<file path="src/rtl/dpa_operand_loader.sv">
// Operand loader for the DPA adder: assembles two N-bit operands from W-bit beats.
// Optional synchronous abort port 'flush' is built only with DPA_LOADER_FLUSH_EN defined.
module dpa_operand_loader #(
    parameter int N = 64,
    parameter int W = 16
) (
    input  logic         clk,
    input  logic         rst_n,
`ifdef DPA_LOADER_FLUSH_EN
    input  logic         flush,
`endif
    input  logic         in_valid,
    output logic         in_ready,
    input  logic [W-1:0] in_data,
    input  logic [1:0]   in_ctrl,
    output logic         op_valid,
    input  logic         op_ready,
    output logic [N-1:0] a,
    output logic [N-1:0] b,
    output logic         cin,
    output logic         signed_en
);

    localparam int BEATS = N / W;
    localparam int CW    = (BEATS > 1) ? $clog2(BEATS) : 1;
    localparam logic [CW-1:0] LAST_IDX = CW'(BEATS - 1);

    localparam logic [1:0] LOAD_A = 2'd0;
    localparam logic [1:0] LOAD_B = 2'd1;
    localparam logic [1:0] HOLD   = 2'd2;

    logic [1:0]    r_state;
    logic [CW-1:0] r_cnt;
    logic [N-1:0]  r_a;
    logic [N-1:0]  r_b;
    logic          r_cin;
    logic          r_signed_en;

    logic w_accept;
    logic w_last;
    logic w_flush;

`ifdef DPA_LOADER_FLUSH_EN
    assign w_flush = flush;
`else
    assign w_flush = 1'b0;
`endif

    assign in_ready  = (r_state != HOLD);
    assign op_valid  = (r_state == HOLD);
    assign w_accept  = in_valid && in_ready;
    assign w_last    = (r_cnt == LAST_IDX);

    assign a         = r_a;
    assign b         = r_b;
    assign cin       = r_cin;
    assign signed_en = r_signed_en;

    // Flush outranks both beat acceptance and the downstream handshake.
    always_ff @(posedge clk or negedge rst_n) begin
        if (!rst_n) begin
            r_state <= LOAD_A;
            r_cnt   <= '0;
        end else if (w_flush) begin
            r_state <= LOAD_A;
            r_cnt   <= '0;
        end else begin
            case (r_state)
                LOAD_A: begin
                    if (w_accept) begin
                        if (w_last) begin
                            r_cnt   <= '0;
                            r_state <= LOAD_B;
                        end else begin
                            r_cnt <= r_cnt + 1'b1;
                        end
                    end
                end
                LOAD_B: begin
                    if (w_accept) begin
                        if (w_last) begin
                            r_cnt   <= '0;
                            r_state <= HOLD;
                        end else begin
                            r_cnt <= r_cnt + 1'b1;
                        end
                    end
                end
                HOLD: begin
                    if (op_ready) begin
                        r_state <= LOAD_A;
                    end
                end
                default: begin
                    r_state <= LOAD_A;
                    r_cnt   <= '0;
                end
            endcase
        end
    end

    // Operands keep stale chunks after handoff; only accepted beats overwrite them.
    always_ff @(posedge clk or negedge rst_n) begin
        if (!rst_n) begin
            r_a         <= '0;
            r_b         <= '0;
            r_cin       <= 1'b0;
            r_signed_en <= 1'b0;
        end else if (w_accept && !w_flush) begin
            if (r_state == LOAD_A) begin
                r_a[r_cnt*W +: W] <= in_data;
                if (r_cnt == '0) begin
                    r_signed_en <= in_ctrl[1];
                    r_cin       <= in_ctrl[0];
                end
            end else if (r_state == LOAD_B) begin
                r_b[r_cnt*W +: W] <= in_data;
            end
        end
    end

endmodule

</file>
<file path="config.mk">
export PLATFORM = sky130hd
export DESIGN_NAME = dpa_operand_loader
export DESIGN_NICKNAME = d
export VERILOG_FILES = /design/src/rtl/dpa_operand_loader.sv
export SDC_FILE = /design/constraint.sdc
export NUM_CORES = 1
export LEC_CHECK = 0
export ABC_CLOCK_PERIOD_IN_PS = 2070
export CAP_MARGIN = 40
export CORE_UTILIZATION = 47
export CTS_CLUSTER_DIAMETER = 200
export DETAILED_ROUTE_END_ITERATION = 6
export PLACE_DENSITY = 0.79
export SETUP_SLACK_MARGIN = 0.02
export SYNTH_ARGS = -nofsm -noshare
export SYNTH_HDL_FRONTEND = slang
export SYNTH_SLANG_ARGS = --single-unit
</file>
<file path="constraint.sdc">
create_clock -name clk -period 2.07 [get_ports clk]
set_input_delay 0.414 -clock clk [delete_from_list [all_inputs] [get_ports clk]]
set_output_delay 0.414 -clock clk [all_outputs]
set_load 0.1 [all_outputs]
</file>
==> flow_metrics.env, run 1 <==
export IMPL_antenna_cells=0
export IMPL_clock_path_buffers=2
export IMPL_crit_arrival_ps=1510
export IMPL_slew_limit_headroom_pct=66.66
export IMPL_drive_above_1_share_pct=26.48
export IMPL_reg2reg_from="r_cnt[1]"
export IMPL_dieArea_sq_mm=0.01161
export IMPL_synth_xor_area_share_pct=0.1667
export IMPL_ys_seq_area_share_pct=63.81
export IMPL_final_setup_worst_slack_ps=150.6
export IMPL_path_class="flop to primary output"
export IMPL_avgSynthCellArea_sq_um=9.972
export IMPL_ys_types=25
export IMPL_critPathRequiredTime_ps=1660
export IMPL_crit_start="r_state[0]"
export IMPL_final_area_sq_mm=0.007271
export IMPL_dpl_worst_slack_ps=139.0
export IMPL_antenna_found_initial=0
export IMPL_numCtsBuffers=17
export IMPL_avgRoutedWirePerCell_um=16.77
export IMPL_area_growth_pct=38.36
export IMPL_status="complete, no violations"
export IMPL_placed_area_sq_mm=0.006724
export IMPL_gp_congestion=0.8456
export IMPL_via_per_inst=5.177
export IMPL_yosys_area_share_simple_pct=17.74
export IMPL_r2r_slack_ps=200
export IMPL_max_freq_ghz=0.5210
export IMPL_crit_buf_inv=2
export IMPL_tritoncts="yes"
export IMPL_grt_pass1_wl_mm=21.88
export IMPL_crit_fanout=12
export IMPL_critPathCaptureType="primary output"
export IMPL_worst_pin_slew_ps=500.1
export IMPL_fin_skew_ps=5.107
export IMPL_synth_top_family_by_area="simple AND/OR/NAND/NOR gates"
export IMPL_cp_slowest_cell="dfrtp_1"
export IMPL_fin_crit_ps=1919
export IMPL_synth_mux_area_share_pct=0.6190
export IMPL_grt_max_degree=54
export IMPL_dpl_hpwl_mm=9.441
export IMPL_mappedNetlistNets=555
export IMPL_ant_nets=0
export IMPL_setup_violations=0
export IMPL_crit_family="flip-flops"
export IMPL_htree_levels=4
export IMPL_die_w_um=107.7
export IMPL_post_route_period_util_pct=92.72
export IMPL_drt_iter0_markers=253
export IMPL_start_util_pct=48.26
export IMPL_port_buffers=153
export IMPL_clock_sinks=134
export IMPL_cts_setup_buffers=0
export IMPL_clkTransAtPathRegs_ps=60
export IMPL_cts_root_buf="clkbuf_8"
export IMPL_first_pass_iters=5
export IMPL_insertion_delay_ps=520
export IMPL_grt_overflow=0
export IMPL_cp_slowest_stage_delay_ps=520
export IMPL_vias=4302
export IMPL_design_core_area_sq_mm=0.01089
export IMPL_rsz0062_at_grt="no"
export IMPL_ys_warnings_count=0
export IMPL_hold_viol=0
export IMPL_syn_area_sq_mm=0.005255
export IMPL_die_h_um=107.7
export IMPL_cap_violations=0
export IMPL_drc=0
export IMPL_tns_ps=0
export IMPL_start_kind="flop"
export IMPL_ys_seq_elements=134
export IMPL_nNetsFinal=708
export IMPL_hp_class="primary input to asynchronous set/reset pin"
export IMPL_cp_cell_sequence="nor2b_4 -> inv_1 -> buf_12"
export IMPL_wl_mm=13.94
export IMPL_ios=154
export IMPL_grt_usage_pct=25.91
export IMPL_grt_pass1_vias=4159
export IMPL_synthAdderAreaFrac_pct=1.429
export IMPL_slew_viol_final=0
export IMPL_synth_cells=527
export IMPL_synth_compound_area_share_pct=12.69
export IMPL_fp_row_count=38
[timing repair]
action,CTS,global route
setup endpoints to repair,0,8
resized for setup,0,2
hold endpoints to repair,51,0
hold buffers,1,0
[final cells by class]
cell class / count / area, sq um
fillers: 886 / 3617
flip-flops and latches: 134 / 3354
multi-input cells: 355 / 1725
repair buffers: 168 / 1468
clock buffers: 26 / 488.0
well taps: 140 / 175.2
clock inverters: 4 / 45.04
inverters: 4 / 15.01
[stage by stage]
stage | utilization (%) | instances | hold WS, ps
after detailed placement | 61.76 | 800 | 400.1
after global routing | 66.78 | 831 | 469.3
after floorplan | - | 527 | 118.4
after CTS | 66.74 | 831 | 421.5
final | 66.78 | 831 | 421.6
after global placement | 61.76 | 800 | 390.2
[cell usage after synthesis]
library cell / instances / area share (%)
o21ai_0: 103 / 9.8
o21ai_2: 2 / 0.33
nand4bb_1: 4 / 0.86
mux2i_1: 1 / 0.19
nor2b_1: 4 / 0.48
buf_2: 5 / 0.48
and4bb_2: 1 / 0.24
nor2_1: 1 / 0.071
xor2_1: 1 / 0.17
nor4b_4: 2 / 0.90
clkbuf_1: 23 / 1.6
nand2_1: 194 / 14
dfrtp_1: 134 / 64
o21ai_1: 24 / 2.3
o22ai_1: 1 / 0.12
nand2b_1: 1 / 0.12
buf_6: 4 / 0.86
inv_1: 4 / 0.29
ha_1: 6 / 1.4
nand4b_1: 4 / 0.67
nor3b_4: 1 / 0.36
buf_4: 2 / 0.29
mux2_2: 2 / 0.43
o31ai_1: 1 / 0.14
nand3_1: 2 / 0.19
[worst paths after layout]
| path | endpoint | cells past startpoint |
|---|---|---|
| min in group clk | r_state[1] | 2 |
| worst max register to register | b[29] | 5 |
| max in group asynchronous | b[58] | 3 |
| worst min-delay path | b[45] | 2 |
| worst min register to register | b[13] | 2 |
| worst max-delay path | in_ready | 3 |
[layout by cell type (no fill, tap or decap), types with 3 or more instances in the layout]
master and n:
clkbuf_1 5, nor2b_1 3, clkbuf_16 16, dfrtp_1 133
o21ai_1 24, nand4bb_1 4, nand2_1 194, ha_1 5
inv_1 4, buf_12 12, clkdlybuf4s50_1 20, clkinv_2 3
buf_4 134, nand4b_1 4, o21ai_0 103, clkbuf_8 5
[worst register-to-register path: stages (launching register included)]
cell	delay [ps]
dfrtp_1	420
inv_1	110
ha_2	460
and4bb_2	480
nand2_1	110
o21ai_0	200
[sequential cells by signal, indices dropped and copies added (netlist names)]
signal     cells
a             64
b             64
cin            1
r_cnt          2
r_state        2
signed_en      1
[logic make-up (layout without fill, tap and decap cells)]
group	after synthesis	count (layout)
AOI/OAI and AO/OA	131	131
xor gates and xnor gates	1	1
adders and majority gates	6	6
buffers and inverters	38	202
DFF	134	134
muxes	3	3
and+or+nand+nor	214	214
[metal layers]
metal  track usage, %  part of all wire [%]
met1            33.08                    42
met2            40.61                    48
met3            6.356                   6.6
met4            14.09                   3.8
met5                0                     0
Power of run 1 is left out: the tool's default activity adds up to more than one toggle a clock period on the data nets, which glitch-free logic cannot reach.
==> run 2: changes to the inputs <==
- CORE_ASPECT_RATIO: not set -> 0.75
==> run 2 against run 1 <==
Clock skew hardly changed. Sequential share of layout area is 0.54 points lower. Sequential cell count stayed put. Via count is 1.2% higher. Global-route usage is 1.7 points higher. Worst hold slack better by 58 ps. First-iteration DRC count is 11% higher. Routed wire length is 6.0% higher. Core utilization is 0.68 points higher.
==> flow_metrics.env, run 2 (same netlist as run 1, synthesis figures left out) <==
export IMPL_status="complete, no violations"
export IMPL_die_h_um=93.58
export IMPL_first_pass_iters=5
export IMPL_hold_viol=0
export IMPL_cts_root_buf="clkbuf_16"
export IMPL_via_per_inst=5.196
export IMPL_start_kind="flop"
export IMPL_dieArea_sq_mm=0.01161
export IMPL_crit_arrival_ps=2220
export IMPL_path_class="flop to flop"
export IMPL_cap_violations=0
export IMPL_max_freq_ghz=0.5256
export IMPL_clkTransAtPathRegs_ps=60
export IMPL_slew_limit_headroom_pct=63.64
export IMPL_grt_max_degree=58
export IMPL_ios=154
export IMPL_dpl_hpwl_mm=10.26
export IMPL_critPathCaptureType="flop"
export IMPL_hold_end="b[12]"
export IMPL_clock_sinks=134
export IMPL_vias=4354
export IMPL_antenna_cells=0
export IMPL_worst_pin_slew_ps=545.4
export IMPL_area_growth_pct=39.93
export IMPL_fp_row_count=33
export IMPL_tritoncts="yes"
export IMPL_whs_ps=479.9
export IMPL_drc=0
export IMPL_nNetsFinal=713
export IMPL_final_common_cell="nand2_1"
export IMPL_layout_common_cells="nand2_1 (194), buf_4 (143), dfrtp_1 (134)"
export IMPL_avgRoutedWirePerCell_um=17.63
export IMPL_antenna_found_initial=0
export IMPL_htree_levels=4
export IMPL_numCtsBuffers=17
export IMPL_hp_class="flop to flop"
export IMPL_r2r_cells=6
export IMPL_grt_usage_pct=27.59
export IMPL_fin_crit_ps=1903
export IMPL_critPathRequiredTime_ps=2390
export IMPL_ant_nets=0
export IMPL_start_util_pct=48.21
export IMPL_grt_pass1_vias=4321
export IMPL_crit_fanout=14
export IMPL_cts_setup_buffers=0
export IMPL_r2r_slack_ps=170
export IMPL_insertion_delay_ps=410
export IMPL_grt_pass1_wl_mm=23.11
export IMPL_grt_overflow=0
export IMPL_holdCritStartpoint="b[12]"
export IMPL_design_core_area_sq_mm=0.01090
export IMPL_tns_ps=0
export IMPL_rsz0062_at_grt="no"
export IMPL_wl_mm=14.77
export IMPL_clock_path_buffers=2
export IMPL_r2r_end="a[51]"
export IMPL_slew_viol_final=0
export IMPL_gp_congestion=0.8489
export IMPL_setup_violations=0
export IMPL_post_route_period_util_pct=91.92
export IMPL_drt_iter0_markers=280
export IMPL_holdPathStages=2
export IMPL_fin_util_pct=67.46
export IMPL_fin_skew_ps=5.093
export IMPL_drive_above_1_share_pct=27.65
export IMPL_reg2reg_from="r_cnt[1]"
export IMPL_die_w_um=124.1
export IMPL_port_buffers=153
-- run 2: per-layer routing --
metal  global-route usage [%]  vias up  routed length, um
li1                         -     2054                  -
met2                    41.90      177               6935
met4                    8.135        0                239
met3                    7.866       19               1057
met1                    38.41     2104               6540
met5                        0        -                  0
-- run 2: what timing repair did --
| item | CTS | global route |
|---|---|---|
| setup endpoints to repair | 0 | 1 |
| endpoints found under the hold margin | 53 | 0 |
| gates resized for setup | 0 | 1 |
| hold buffers | 1 | 0 |
-- run 2: per-stage QoR --
stage               cells  setup WS [ps]  area, sq um
floorplan             527          26.15         5263
global placement      805          264.9         6711
detailed placement    805          164.7         6711
CTS                   838          153.9         7350
global route          838          28.61         7353
finish                838          167.3         7353
-- run 2: worst max-delay path by stage --
stage	from	end	slack, ps	depth (start not counted)
floorplan	r_state[0]	in_ready	30	3
global placement	in_valid	cin	260	4
detailed placement	r_cnt[1]	b[27]	160	5
CTS	r_cnt[1]	b[16]	150	5
global route	r_cnt[1]	b[36]	30	6
finish	r_cnt[1]	a[51]	170	6
-- run 2: final cells by class --
type / instances / area, sq um
Fill cell: 828 / 3547
Sequential cell: 134 / 3353
Multi-Input combinational cell: 355 / 1727
Timing Repair Buffer: 173 / 1455
Clock buffer: 21 / 480.5
Tap cell: 140 / 175.2
Clock inverter: 11 / 147.6
Inverter: 4 / 15.01
-- run 2: worst max-delay path, stage by stage (launching register included) --
cell	delay [ps]
dfrtp_1	410
inv_1	100
ha_1	420
nor4b_4	330
buf_4	250
nand2_1	90
o21ai_0	210
Power of run 2 is left out for the same reason.
